$ cat src/rtl/fm_bus_master_if.sv
// FM synth bus initiator interface: host request/response handshake plus the synth's parallel bus.
// Latency: none, signal bundle only.
// Backpressure: req_ready from the initiator throttles req_valid; the synth bus itself has none.
//
// Signals:
//   host side : req_valid/req_ready/req_rw/req_addr/req_data in, rsp_valid/rsp_data/busy out
//   synth side: CEb_out/RWb_out/addr_out/data_out/data_oe out, data_in back from the responder
interface fm_bus_master_if;
    logic       req_valid;
    logic       req_ready;
    logic       req_rw;
    logic [5:0] req_addr;
    logic [7:0] req_data;
    logic       rsp_valid;
    logic [7:0] rsp_data;
    logic       busy;
    logic       CEb_out;
    logic       RWb_out;
    logic [5:0] addr_out;
    logic [7:0] data_out;
    logic       data_oe;
    logic [7:0] data_in;

    // Initiator view.
    modport master (
        input  req_valid, req_rw, req_addr, req_data, data_in,
        output req_ready, rsp_valid, rsp_data, busy,
               CEb_out, RWb_out, addr_out, data_out, data_oe
    );

    // Host plus responder view.
    modport slave (
        output req_valid, req_rw, req_addr, req_data, data_in,
        input  req_ready, rsp_valid, rsp_data, busy,
               CEb_out, RWb_out, addr_out, data_out, data_oe
    );
endinterface

$ cat src/rtl/fm_bus_master.sv
// FM synth bus initiator: queues host register reads/writes and plays them out as CEb/RWb cycles.
// Latency: SETUP visible 1 cycle after accept; a transaction lasts SETUP_CYC+STROBE_CYC+HOLD_CYC cycles.
// Backpressure: req_ready drops while the DEPTH-entry request FIFO is full, whatever the FSM is doing.
//
// Ports:
//   clk, rst : single clock, synchronous active-high reset
//   io_bus   : fm_bus_master_if.master (host request/response, busy, synth parallel bus)
module fm_bus_master #(
    parameter int DEPTH      = 4,
    parameter int SETUP_CYC  = 1,
    parameter int STROBE_CYC = 3,
    parameter int HOLD_CYC   = 1
) (
    input  logic            clk,
    input  logic            rst,
    fm_bus_master_if.master io_bus
);
    localparam int AW   = $clog2(DEPTH);
    localparam int MAXC = (SETUP_CYC > STROBE_CYC) ?
                          ((SETUP_CYC > HOLD_CYC) ? SETUP_CYC : HOLD_CYC) :
                          ((STROBE_CYC > HOLD_CYC) ? STROBE_CYC : HOLD_CYC);
    localparam int CW   = $clog2(MAXC + 1);

    typedef struct packed {
        logic       rw;
        logic [5:0] addr;
        logic [7:0] data;
    } req_t;

    typedef enum logic [1:0] {
        S_IDLE,
        S_SETUP,
        S_STROBE,
        S_HOLD
    } state_t;

    // Request FIFO; pointers carry one wrap bit to tell full from empty.
    req_t          r_fifo [DEPTH];
    logic [AW:0]   r_wptr;
    logic [AW:0]   r_rptr;
    logic          w_full;
    logic          w_empty;
    logic          w_push;
    logic          w_pop;
    req_t          w_head;

    state_t        r_state;
    state_t        w_state_nxt;
    logic [CW-1:0] r_cnt;
    logic [CW-1:0] w_cnt_nxt;
    logic          w_cnt_zero;

    logic          r_ceb;
    logic          r_rwb;
    logic [5:0]    r_addr;
    logic [7:0]    r_data;
    logic          r_oe;
    logic          r_rsp_vld;
    logic [7:0]    r_rsp_dat;

    assign w_empty    = (r_wptr == r_rptr);
    assign w_full     = (r_wptr[AW] != r_rptr[AW]) && (r_wptr[AW-1:0] == r_rptr[AW-1:0]);
    assign w_push     = io_bus.req_valid && !w_full;
    assign w_head     = r_fifo[r_rptr[AW-1:0]];
    assign w_cnt_zero = (r_cnt == '0);

    always_ff @(posedge clk) begin
        if (w_push) begin
            r_fifo[r_wptr[AW-1:0]] <= '{rw: io_bus.req_rw, addr: io_bus.req_addr, data: io_bus.req_data};
        end
    end

    always_ff @(posedge clk) begin
        if (rst) begin
            r_wptr <= '0;
            r_rptr <= '0;
        end else begin
            if (w_push) r_wptr <= r_wptr + 1'b1;
            if (w_pop)  r_rptr <= r_rptr + 1'b1;
        end
    end

    always_ff @(posedge clk) begin
        if (rst) begin
            r_state <= S_IDLE;
            r_cnt   <= '0;
        end else begin
            r_state <= w_state_nxt;
            r_cnt   <= w_cnt_nxt;
        end
    end

    // Each state's counter is loaded with its length minus one on entry; leave on zero.
    always_comb begin
        w_state_nxt = r_state;
        w_cnt_nxt   = r_cnt;
        w_pop       = 1'b0;
        case (r_state)
            S_IDLE: begin
                if (!w_empty) begin
                    w_pop       = 1'b1;
                    w_state_nxt = S_SETUP;
                    w_cnt_nxt   = CW'(SETUP_CYC - 1);
                end
            end
            S_SETUP: begin
                if (w_cnt_zero) begin
                    w_state_nxt = S_STROBE;
                    w_cnt_nxt   = CW'(STROBE_CYC - 1);
                end else begin
                    w_cnt_nxt = r_cnt - 1'b1;
                end
            end
            S_STROBE: begin
                if (w_cnt_zero) begin
                    w_state_nxt = S_HOLD;
                    w_cnt_nxt   = CW'(HOLD_CYC - 1);
                end else begin
                    w_cnt_nxt = r_cnt - 1'b1;
                end
            end
            S_HOLD: begin
                if (w_cnt_zero) begin
                    if (!w_empty) begin
                        w_pop       = 1'b1;
                        w_state_nxt = S_SETUP;
                        w_cnt_nxt   = CW'(SETUP_CYC - 1);
                    end else begin
                        w_state_nxt = S_IDLE;
                    end
                end else begin
                    w_cnt_nxt = r_cnt - 1'b1;
                end
            end
            default: w_state_nxt = S_IDLE;
        endcase
    end

    // Bus outputs are registered off the next-state decision so each phase starts glitch-free
    // on the same edge as the state change. RWb and data_oe always move together, so the
    // initiator never drives data while RWb says read.
    always_ff @(posedge clk) begin
        if (rst) begin
            r_ceb     <= 1'b1;
            r_rwb     <= 1'b1;
            r_addr    <= '0;
            r_data    <= '0;
            r_oe      <= 1'b0;
            r_rsp_vld <= 1'b0;
            r_rsp_dat <= '0;
        end else begin
            r_rsp_vld <= 1'b0;
            if (w_pop) begin
                r_addr <= w_head.addr;
                r_data <= w_head.data;
                r_rwb  <= w_head.rw;
                r_oe   <= ~w_head.rw;
                r_ceb  <= 1'b1;
            end else if (r_state == S_SETUP && w_state_nxt == S_STROBE) begin
                r_ceb <= 1'b0;
            end else if (r_state == S_STROBE && w_state_nxt == S_HOLD) begin
                r_ceb <= 1'b1;
                // Responder data has been stable since its registered CEb fell.
                if (r_rwb) begin
                    r_rsp_vld <= 1'b1;
                    r_rsp_dat <= io_bus.data_in;
                end
            end else if (r_state != S_IDLE && w_state_nxt == S_IDLE) begin
                r_ceb <= 1'b1;
                r_rwb <= 1'b1;
                r_oe  <= 1'b0;
            end
        end
    end

    assign io_bus.req_ready = !w_full;
    assign io_bus.busy      = !w_empty || (r_state != S_IDLE);
    assign io_bus.rsp_valid = r_rsp_vld;
    assign io_bus.rsp_data  = r_rsp_dat;
    assign io_bus.CEb_out   = r_ceb;
    assign io_bus.RWb_out   = r_rwb;
    assign io_bus.addr_out  = r_addr;
    assign io_bus.data_out  = r_data;
    assign io_bus.data_oe   = r_oe;
endmodule

$ cat src/flat_wrapper.sv
// flat-port wrapper written by rule: the top's interface ports become plain ports
module fm_bus_master_flat 
#(
    parameter int DEPTH      = 4,
    parameter int SETUP_CYC  = 1,
    parameter int STROBE_CYC = 3,
    parameter int HOLD_CYC   = 1
)
  (clk, rst, io_bus_req_valid, io_bus_req_rw, io_bus_req_addr, io_bus_req_data, io_bus_data_in, io_bus_req_ready, io_bus_rsp_valid, io_bus_rsp_data, io_bus_busy, io_bus_CEb_out, io_bus_RWb_out, io_bus_addr_out, io_bus_data_out, io_bus_data_oe);
  fm_bus_master_if io_bus_i ();
  input  logic clk;
  input  logic rst;
  input wire logic [$bits(io_bus_i.req_valid)-1:0] io_bus_req_valid;
  input wire logic [$bits(io_bus_i.req_rw)-1:0] io_bus_req_rw;
  input wire logic [$bits(io_bus_i.req_addr)-1:0] io_bus_req_addr;
  input wire logic [$bits(io_bus_i.req_data)-1:0] io_bus_req_data;
  input wire logic [$bits(io_bus_i.data_in)-1:0] io_bus_data_in;
  output wire logic [$bits(io_bus_i.req_ready)-1:0] io_bus_req_ready;
  output wire logic [$bits(io_bus_i.rsp_valid)-1:0] io_bus_rsp_valid;
  output wire logic [$bits(io_bus_i.rsp_data)-1:0] io_bus_rsp_data;
  output wire logic [$bits(io_bus_i.busy)-1:0] io_bus_busy;
  output wire logic [$bits(io_bus_i.CEb_out)-1:0] io_bus_CEb_out;
  output wire logic [$bits(io_bus_i.RWb_out)-1:0] io_bus_RWb_out;
  output wire logic [$bits(io_bus_i.addr_out)-1:0] io_bus_addr_out;
  output wire logic [$bits(io_bus_i.data_out)-1:0] io_bus_data_out;
  output wire logic [$bits(io_bus_i.data_oe)-1:0] io_bus_data_oe;
  assign io_bus_i.req_valid = io_bus_req_valid;
  assign io_bus_i.req_rw = io_bus_req_rw;
  assign io_bus_i.req_addr = io_bus_req_addr;
  assign io_bus_i.req_data = io_bus_req_data;
  assign io_bus_i.data_in = io_bus_data_in;
  assign io_bus_req_ready = io_bus_i.req_ready;
  assign io_bus_rsp_valid = io_bus_i.rsp_valid;
  assign io_bus_rsp_data = io_bus_i.rsp_data;
  assign io_bus_busy = io_bus_i.busy;
  assign io_bus_CEb_out = io_bus_i.CEb_out;
  assign io_bus_RWb_out = io_bus_i.RWb_out;
  assign io_bus_addr_out = io_bus_i.addr_out;
  assign io_bus_data_out = io_bus_i.data_out;
  assign io_bus_data_oe = io_bus_i.data_oe;
  fm_bus_master #(.DEPTH(DEPTH), .SETUP_CYC(SETUP_CYC), .STROBE_CYC(STROBE_CYC), .HOLD_CYC(HOLD_CYC)) u_core (.clk(clk), .rst(rst), .io_bus(io_bus_i));
endmodule
$ cat config.mk
export PLATFORM = sky130hd
export DESIGN_NAME = fm_bus_master_flat
export DESIGN_NICKNAME = d
export VERILOG_FILES = /design/src/rtl/fm_bus_master_if.sv /design/src/rtl/fm_bus_master.sv /design/src/flat_wrapper.sv
export SDC_FILE = /design/constraint.sdc
export NUM_CORES = 1
export LEC_CHECK = 0
export ABC_AREA = 1
export BUFFER_PORTS_ARGS = -buffer_cell sky130_fd_sc_hd__buf_2
export CORE_MARGIN = 4
export CORE_UTILIZATION = 51
export CTS_CLUSTER_SIZE = 24
export DETAILED_ROUTE_END_ITERATION = 8
export HOLD_SLACK_MARGIN = 0.02
export PLACE_DENSITY = 0.75
export SLEW_MARGIN = 20
export SYNTH_ARGS = -nofsm -noshare
export SYNTH_HDL_FRONTEND = slang
export SYNTH_SLANG_ARGS = --single-unit
$ cat constraint.sdc
create_clock -name clk -period 1.9 [get_ports clk]
set_clock_uncertainty 0.15 [all_clocks]
set_input_delay 0.38 -clock clk [delete_from_list [all_inputs] [get_ports clk]]
set_output_delay 0.38 -clock clk [all_outputs]
set_load 0.05 [all_outputs]
# Yosys cells after proc, flatten, opt, wreduce, memory -nomap -nowiden
# Memory sizes are Yosys's and may differ from the RTL's. A register that Yosys moved wholly into a read port is not among the register bits.
# Cells that the tools add are included.
# totals
register_bits,36
ram_bits,60
in_bits,26
out_inout_bits,28
wordCells,76
memories,1
# mem_list
memory,depth,width,rd,rd_clocked_by_memory_dff,write_ports,line_no,source
u_core.r_fifo,4,15,1,1,1,fm_bus_master.sv:38,req_t r_fifo [DEPTH];
# classes
n_addsub,3
eq_ne,10
mux,29
bitwise,4
reduce_logical,18
# ops
op,count
$mux W2,10
$mux W1,16
$pmux W2 S4,2
$eq A2 B2 Y1 const B,4
$add A3 B1 Y3 const B,2
$logic_not A2 Y1,3
$logic_and A1 B1 Y1,5
$ne A2 B1 Y1 const B,2
$not A1 Y1,4
$reduce_and A4 Y1,1
$reduce_bool A2 Y1,2
$reduce_or A4 Y1,1
$eq A3 B3 Y1,1
$reduce_and A3 Y1,1
$reduce_bool A3 Y1,1
$eq A2 B1 Y1 const B,1
$eq A2 B2 Y1,1
$logic_not A1 Y1,2
$pmux W1 S2,1
$reduce_or A2 Y1,1
$sub A2 B1 Y2 const B,1
$logic_or A1 B1 Y1,1
$ne A1 B1 Y1,1

# Depth between registers and ports, before layout
# Gate-level depths: netlist of run 1.
# depth
ltp_word,10
mapped_depth,13
ltp_nobuf,12

# Worst setup path before layout of run 1
# No wires, ideal clock.
# synth_path
path_kind,flip-flop to flip-flop
startpoint,reg u_core.r_wptr[0]
endpoint,mem u_core.r_fifo[3][0] (netlist name) (enable)
arrival_time_ps,2055
required_time_ps,1362
path_slack_ps,-693
path_stages_with_launch,7
n_path_buf,0
path_cell_list,dfxtp_1 -> inv_1 -> nand2_2 -> nand2_4 -> nand4_1 -> nand2_1 -> nor2_1
# synth_between
elab_chain_cells,6
# synth_rtl
element,line_no,source
from (decl),fm_bus_master.sv:39,logic [AW:0] r_wptr;
from (signal assigned),fm_bus_master.sv:78,if (w_push) r_wptr <= r_wptr + 1'b1;
$eq A2 B2 Y1,fm_bus_master.sv:62,assign w_full = (r_wptr[AW] != r_rptr[AW]) && (r_wptr[AW-1:0] == r_rptr[AW-1:0]);
$logic_and A1 B1 Y1,fm_bus_master.sv:62,
$logic_not A1 Y1,-,
named net io_bus_req_ready,flat_wrapper.sv:18,output wire logic [$bits(io_bus_i.req_ready)-1:0] io_bus_req_ready;
$logic_and A1 B1 Y1,fm_bus_master.sv:63,assign w_push = io_bus.req_valid && !w_full;
$mux W1,fm_bus_master.sv:68,if (w_push) begin
$mux W1 (not written as such),fm_bus_master.sv:69,"r_fifo[r_wptr[AW-1:0]] <= '{rw: io_bus.req_rw, addr: io_bus.req_addr, data: io_bus.req_data};"
to (decl),fm_bus_master.sv:38,
# The timed path passes the listed nets, and every way through them passes these cells.

# Worst setup path in the final report of run 1
# layout_path
startpoint,reg u_core.r_rptr[0]
endpoint,out io_bus_req_ready
# layout_between
elab_chain_cells,3
# layout_rtl
element,line_no,source
from (decl),fm_bus_master.sv:40,logic [AW:0] r_rptr;
from (signal assigned),fm_bus_master.sv:79,if (w_pop) r_rptr <= r_rptr + 1'b1;
$eq A2 B2 Y1,fm_bus_master.sv:62,
$logic_and A1 B1 Y1,fm_bus_master.sv:62,
$logic_not A1 Y1,fm_bus_master.sv:176,assign io_bus.req_ready = !w_full;
to (decl),flat_wrapper.sv:18,
# No other way between the ends.

==> run metrics, run 1 <==
Worst path top cell family by delay flip-flops; Slew Limit Fails 0; core box area 0.00773 sq mm; All-Layer GR Usage 17.9%; Critical Path AT 1310 ps; fin area 0.00505 sq mm; Die X 97.4 um; Synth cell types 29; PortBufs 53; hold-fix buffer count after cts 0; startpoint class of the critical path register; Cell Chain, Critical Path inv_2 > nand2_2 > nand2_4 > nand4_1 > buf_6; Max-Cap Viols 0; critical path data required time 1370 ps; CTS Sinks 98; crit path capture type primary output; Syn Area/Cell 10.4 sq um; Final nets around 510; Max-slew headroom 79.2%; Post-DP Area 0.00462 sq mm; initial antenna violation count 0; synthesized area 0.00407 sq mm; DRT Pass-1 Iters 4; clk_lat worst skew 360 ps; synthesized instance count 391; highest ir drop seen on vdd 942 uV; clk root buf clkbuf_8; Worst Setup Path Type reg -> out; final setup violation count 0; crit-path max FO 5; Die ar. roughly 0.0095 sq mm; first-pass GRT wire length 13500 um; vias in the first global route 2906; outcome completed; Hold Slack 83.5 ps; #FFs+latches synth 98; CTS tree done; Starting Density 52.7%; most frequent cells in the layout nor2_1, edfxtp_1, o21ai_0, buf_2, nand2_1; CP Buf/Inv Count 2; share of cells above drive strength 1 31.8%; Hold Path Class in -> reg; via/cell ratio 5.10; Area Overhead vs Synth 24.1%; Max Freq about 0.54 GHz; # rows 32; gpl congestion 0.847; pwr dens 1540 mW/mm^2; total CTS buffers 9; worst-margin pin slew between 300 and 400 ps; crit-path max cell delay 370 ps; DR WL/cell 14.6 um; Die Y-Extent 97.4 um; largest net degree at the start of global routing 34; # diodes 0; io pins 54; grt ovf 0; post-layout min period around 1800 ps; # fillers 580; DRT antenna net count 0; post-route clock period utilization 97.1%; H-tree depth 3; setup repair after global routing missed its margin true; commonest non-fill, non-tap cell in the layout nor2_1; drt initial violations approximately 120; hpwl dp roughly 5300 um; Slowest-stage cell, CP dfxtp_4; Final Hold Vio Count 0; Worst-path clk slew 90 ps; Leakage 2.05 nW; yosys warns 0; Routed WL 8360 um; Longest Clk Path Bufs 2; DRC viols 0; register area share after synthesis 62.9%; DR vias roughly 3000; final core occ 65.4%; Synth Net Count 430
==> per-stage QoR <==
step	setup slack [ps]	setup TNS (ps)	power, W	std cells
3_5_place_dp	-57.1	-402	0.00583	547
3_3_place_gp	2.51	0	0.00577	547
5_1_grt	-13.2	-29.5	0.00825	573
2_1_floorplan	-169	-10240	0.00499	391
6_report	55.9	0	0.00777	573
4_1_cts	3.29	0	0.00761	567
==> layout make-up <==
class	instances	area [sq um]	area share, %
flip-flops and latches	98	2580	51.0
multi-input cells	247	1440	28.4
repair buffers	77	520	10.3
clock buffers	11	151	3.00
inverters	33	131	2.60
well taps	102	128	2.52
clock inverters	5	108	2.13
==> worst reg2reg max path: cells and delay by family (launching register included) <==
kind,cells,cell delay [ps]
buffers and inverters,1,90
adders and majority gates,1,200
DFF,1,360
AOI/OAI and AO/OA,2,380
and+or+nand+nor,5,550
==> synthesized netlist by cell type <==
| cell | number | area, sq um |
|---|---|---|
| a21oi_1 | 13 | 65.1 |
| a21oi_4 | 1 | 16.3 |
| a31oi_1 | 14 | 87.6 |
| and3_1 | 1 | 6.26 |
| buf_1 | 2 | 7.51 |
| buf_2 | 3 | 15.0 |
| buf_8 | 1 | 15.0 |
| clkbuf_1 | 8 | 30.0 |
| clkbuf_4 | 1 | 7.51 |
| dfxtp_1 | 38 | 761 |
| edfxtp_1 | 60 | 1800 |
| ha_1 | 13 | 163 |
| inv_1 | 31 | 116 |
| inv_2 | 1 | 3.75 |
| inv_4 | 1 | 6.26 |
| nand2_1 | 37 | 139 |
| nand2_2 | 8 | 50.1 |
| nand2_4 | 3 | 33.8 |
| nand3_1 | 5 | 25.0 |
| nand3_4 | 2 | 35.0 |
| nand4_1 | 4 | 25.0 |
| nand4_2 | 1 | 12.5 |
| nor2_1 | 77 | 289 |
| nor2_2 | 9 | 56.3 |
| nor2_8 | 1 | 20.0 |
| o21ai_0 | 53 | 265 |
| o21ai_1 | 1 | 5.00 |
| o21ai_2 | 1 | 8.76 |
| o22ai_1 | 1 | 6.26 |
==> path summary, 6_finish.rpt <==
check / from / end / slack [ps] / cells after the start
max reg2reg: u_core.r_state[1] / u_core.io_bus.rsp_data[7] / 90 / 9
min reg2reg: u_core.r_rptr[0] / u_core.r_rptr[0] / 330 / 1
max: u_core.r_rptr[0] / io_bus_req_ready / 60 / 5
min: io_bus_req_addr[3] / u_core.r_fifo[2][11] / 80 / 1
==> cell families after synthesis <==
kind of cell / after synthesis / share of synthesized area [%]
AND/OR/NAND/NOR: 148 / 17.0
AO/OA/AOI/OAI: 84 / 11.2
adder cells (fa/ha/maj): 13 / 3.99
flip-flops: 98 / 62.9
buffers and inverters: 48 / 4.95
==> metal layers <==
metal  track usage, %  routed length [um]  vias to the layer above
met3             3.52                 432                        7
li1                 -                   -                     1475
met5                0                   0                        -
met2             31.6                4360                       75
met4             7.45                  85                        0
met1             21.1                3490                     1367
==> power by group <==
part / leakage (nW) / internal [W] / switching (W)
combinational: 1.05 / 0.00103 / 0.00228
sequential: 0.866 / 0.00260 / 0.000210
clock: 0.130 / 0.000954 / 0.000702
total: 2.05 / 0.00458 / 0.00319
==> sequential cells by signal, summed over array words and instances (netlist names), named ones only <==
signal	count
u_core.r_fifo	60
u_core.io_bus.data_out	8
u_core.io_bus.rsp_data	8
u_core.io_bus.addr_out	6
u_core.r_rptr	3
u_core.r_wptr	3
u_core.r_cnt	2
u_core.r_state	2
u_core.io_bus.CEb_out	1
u_core.io_bus.RWb_out	1
u_core.io_bus.data_oe	1
u_core.io_bus.rsp_valid	1
==> what timing repair did <==
item,CTS,global route
endpoints found under the setup margin,11,24
gates resized for setup,8,25
cloned,1,1
pin swaps,3,8
setup buffers,3,5
(Power assumes the default switching activity.)
==> run 2: changes to the inputs <==
--- a/config.mk
+++ b/config.mk
@@ -13,6 +13,7 @@
 export DETAILED_ROUTE_END_ITERATION = 8
 export HOLD_SLACK_MARGIN = 0.02
 export PLACE_DENSITY = 0.75
+export REMOVE_ABC_BUFFERS = 1
 export SLEW_MARGIN = 20
 export SYNTH_ARGS = -nofsm -noshare
 export SYNTH_HDL_FRONTEND = slang
==> run 2 against run 1 <==
Net effect:
- first-iteration DRC count grew 18%
- non-clock buffer count grew 7
- global-route usage is essentially flat
- hold slack lost 11 ps
- setup slack lost 8.3 ps
- sequential power is essentially flat
- clock power shrank 27%
- sequential share of layout area shrank 0.23 points
- flip-flop and latch count is the same
- core utilization grew 0.32 points
- die area is the same
==> run metrics, run 2 (same netlist as run 1, synthesis figures left out) <==
Area Overhead vs Synth 24.7%; Post-DP Area 0.00461 sq mm (-0.22%); clk_lat worst skew 360 ps (about the same); Hold Path Class in -> reg; Starting Density 52.7% (unchanged); sequential power share 37.1% (+1.0 points); commonest non-fill, non-tap cell in the layout nor2_1; Internal 0.00423 W (-7.7%); DRT Pass-1 Iters 4 (unchanged); drt initial violations 140 (+18%); final setup violation count 0 (unchanged); first-pass GRT wire length 13500 um (-0.41%); Max-Cap Viols 0 (unchanged); DRT antenna net count 0 (unchanged); final core occ 65.7% (+0.32 points); Critical Path AT 1950 ps (+640 ps); hold-fix buffer count after cts 0 (unchanged); DR WL/cell 15.1 um (+3.2%); clk root buf clkbuf_8; Max Freq 0.540 GHz (-0.45%); fin area 0.00508 sq mm (+0.49%); PortBufs 53 (unchanged); Longest Clk Path Bufs 2 (unchanged); # diodes 0 (unchanged); Routed WL 8730 um (+4.4%); NetSw 0.00332 W (+4.0%); grt ovf 0 (unchanged); pwr dens 1490 mW/mm^2 (-3.4%); share of cells above drive strength 1 33.5% (+1.6 points); largest net degree at the start of global routing 34 (unchanged); Comb pwr share 46.7% (+4.1 points); Die X 97.4 um (unchanged); switching share of total power 43.9% (+2.9 points); Final Hold Vio Count 0 (unchanged); Largest register FFs 60 (unchanged); outcome completed; vias in the first global route 2785 (-4.2%); crit-path max FO 4 (-1); Hold Slack 72.3 ps (-11.1 ps); post-layout min period 1850 ps (+8.30 ps); Worst-path clk slew 100 ps (about the same); Clock power frac 16.2% (-5.1 points); post-route clock period utilization 97.5% (+0.44 points); most frequent cells in the layout nor2_1, edfxtp_1, o21ai_0, buf_2, nand2_1; Die ar. 0.00948 sq mm (unchanged); critical path data required time 2000 ps (+630 ps); Final nets 512 (+1.4%); total power draw 0.00755 W (-2.9%); core box area 0.00773 sq mm (unchanged); crit path capture type register; CTS Sinks 98 (unchanged); # fillers 599 (+3.3%); H-tree depth 3 (unchanged); Max-slew headroom 59.0% (-20 points); via/cell ratio 5.28 (+3.5%); highest ir drop seen on vdd 840 uV (-11%); CTS tree done; # rows 32 (unchanged); DRC viols 0 (unchanged); Worst Setup Path Type reg -> reg; io pins 54 (unchanged); initial antenna violation count 0 (unchanged); Die Y-Extent 97.4 um (unchanged); gpl congestion 0.861 (+1.6%); startpoint class of the critical path register; hpwl dp 5250 um (about the same); Slew Limit Fails 0 (unchanged); Leakage 2.06 nW (+0.42%); All-Layer GR Usage 17.8% (-0.030 points); worst-margin pin slew 614 ps (+302 ps); total CTS buffers 9 (unchanged); DR vias 3062 (+4.7%)
## run 2: worst paths after layout
check	start	endpoint	slack [ps]	cells past startpoint
hold / removal	io_bus_req_data[0]	u_core.r_fifo[1][0]	70	1
setup / recovery	u_core.r_state[1]	u_core.io_bus.data_oe	50	11
setup reg to reg	u_core.r_state[1]	u_core.io_bus.data_oe	50	11
hold reg to reg	u_core.r_rptr[2]	u_core.r_rptr[2]	330	2
## run 2: routing by layer
layer  track usage, %  vias up  part of all wire, %
li1                 -     1488                    -
met1             22.7     1456                   42
met2             29.7      100                   49
met3             4.31       18                  6.2
met4             6.28        0                  2.5
met5                0        -                    0
## run 2: power groups by stage
stage,sequential [W],combinational [W],clock [W]
after floorplan,0.00348,0.00140,0
after global routing,0.00284,0.00383,0.00134
final,0.00280,0.00352,0.00122
after detailed placement,0.00282,0.00308,0
after CTS,0.00277,0.00323,0.00125
after global placement,0.00281,0.00299,0
## run 2: per-stage QoR
| stage | setup TNS, ps | worst slack, ps | cells |
|---|---|---|---|
| after detailed placement | -117 | -27.9 | 553 |
| after floorplan | -41270 | -693 | 376 |
| final | 0 | 47.6 | 580 |
| after global routing | -193 | -82.9 | 580 |
| after global placement | 0 | 14.1 | 553 |
| after CTS | 0 | 0.872 | 574 |
## run 2: area by class of cell
cell class | count | area (sq um) | share of cell area [%]
Clock buffer | 10 | 128 | 2.51
Clock inverter | 6 | 50.0 | 0.985
Sequential cell | 98 | 2580 | 50.8
Tap cell | 102 | 128 | 2.51
Multi-Input combinational cell | 247 | 1480 | 29.2
Timing Repair Buffer | 84 | 572 | 11.3
Inverter | 33 | 139 | 2.73
## run 2: timing repair
| item | 4_1_cts | 5_1_grt |
|---|---|---|
| endpoints found under the hold margin | 0 | 0 |
| endpoints found under the setup margin | 13 | 92 |
| pin swaps | 3 | 15 |
| gates resized for setup | 12 | 49 |
| gates cloned | 2 | 0 |
| setup buffers | 3 | 7 |
## run 2: worst max-delay path: stages, from the launching register on
cell     delay (ps)
dfxtp_4         370
buf_6           130
buf_4           130
o21ai_2         130
nand3_2         110
nand2_4         100
buf_4           100
nand2_1          80
nor2_1          110
nand3_1         110
nand2_1         120
a21oi_1          80
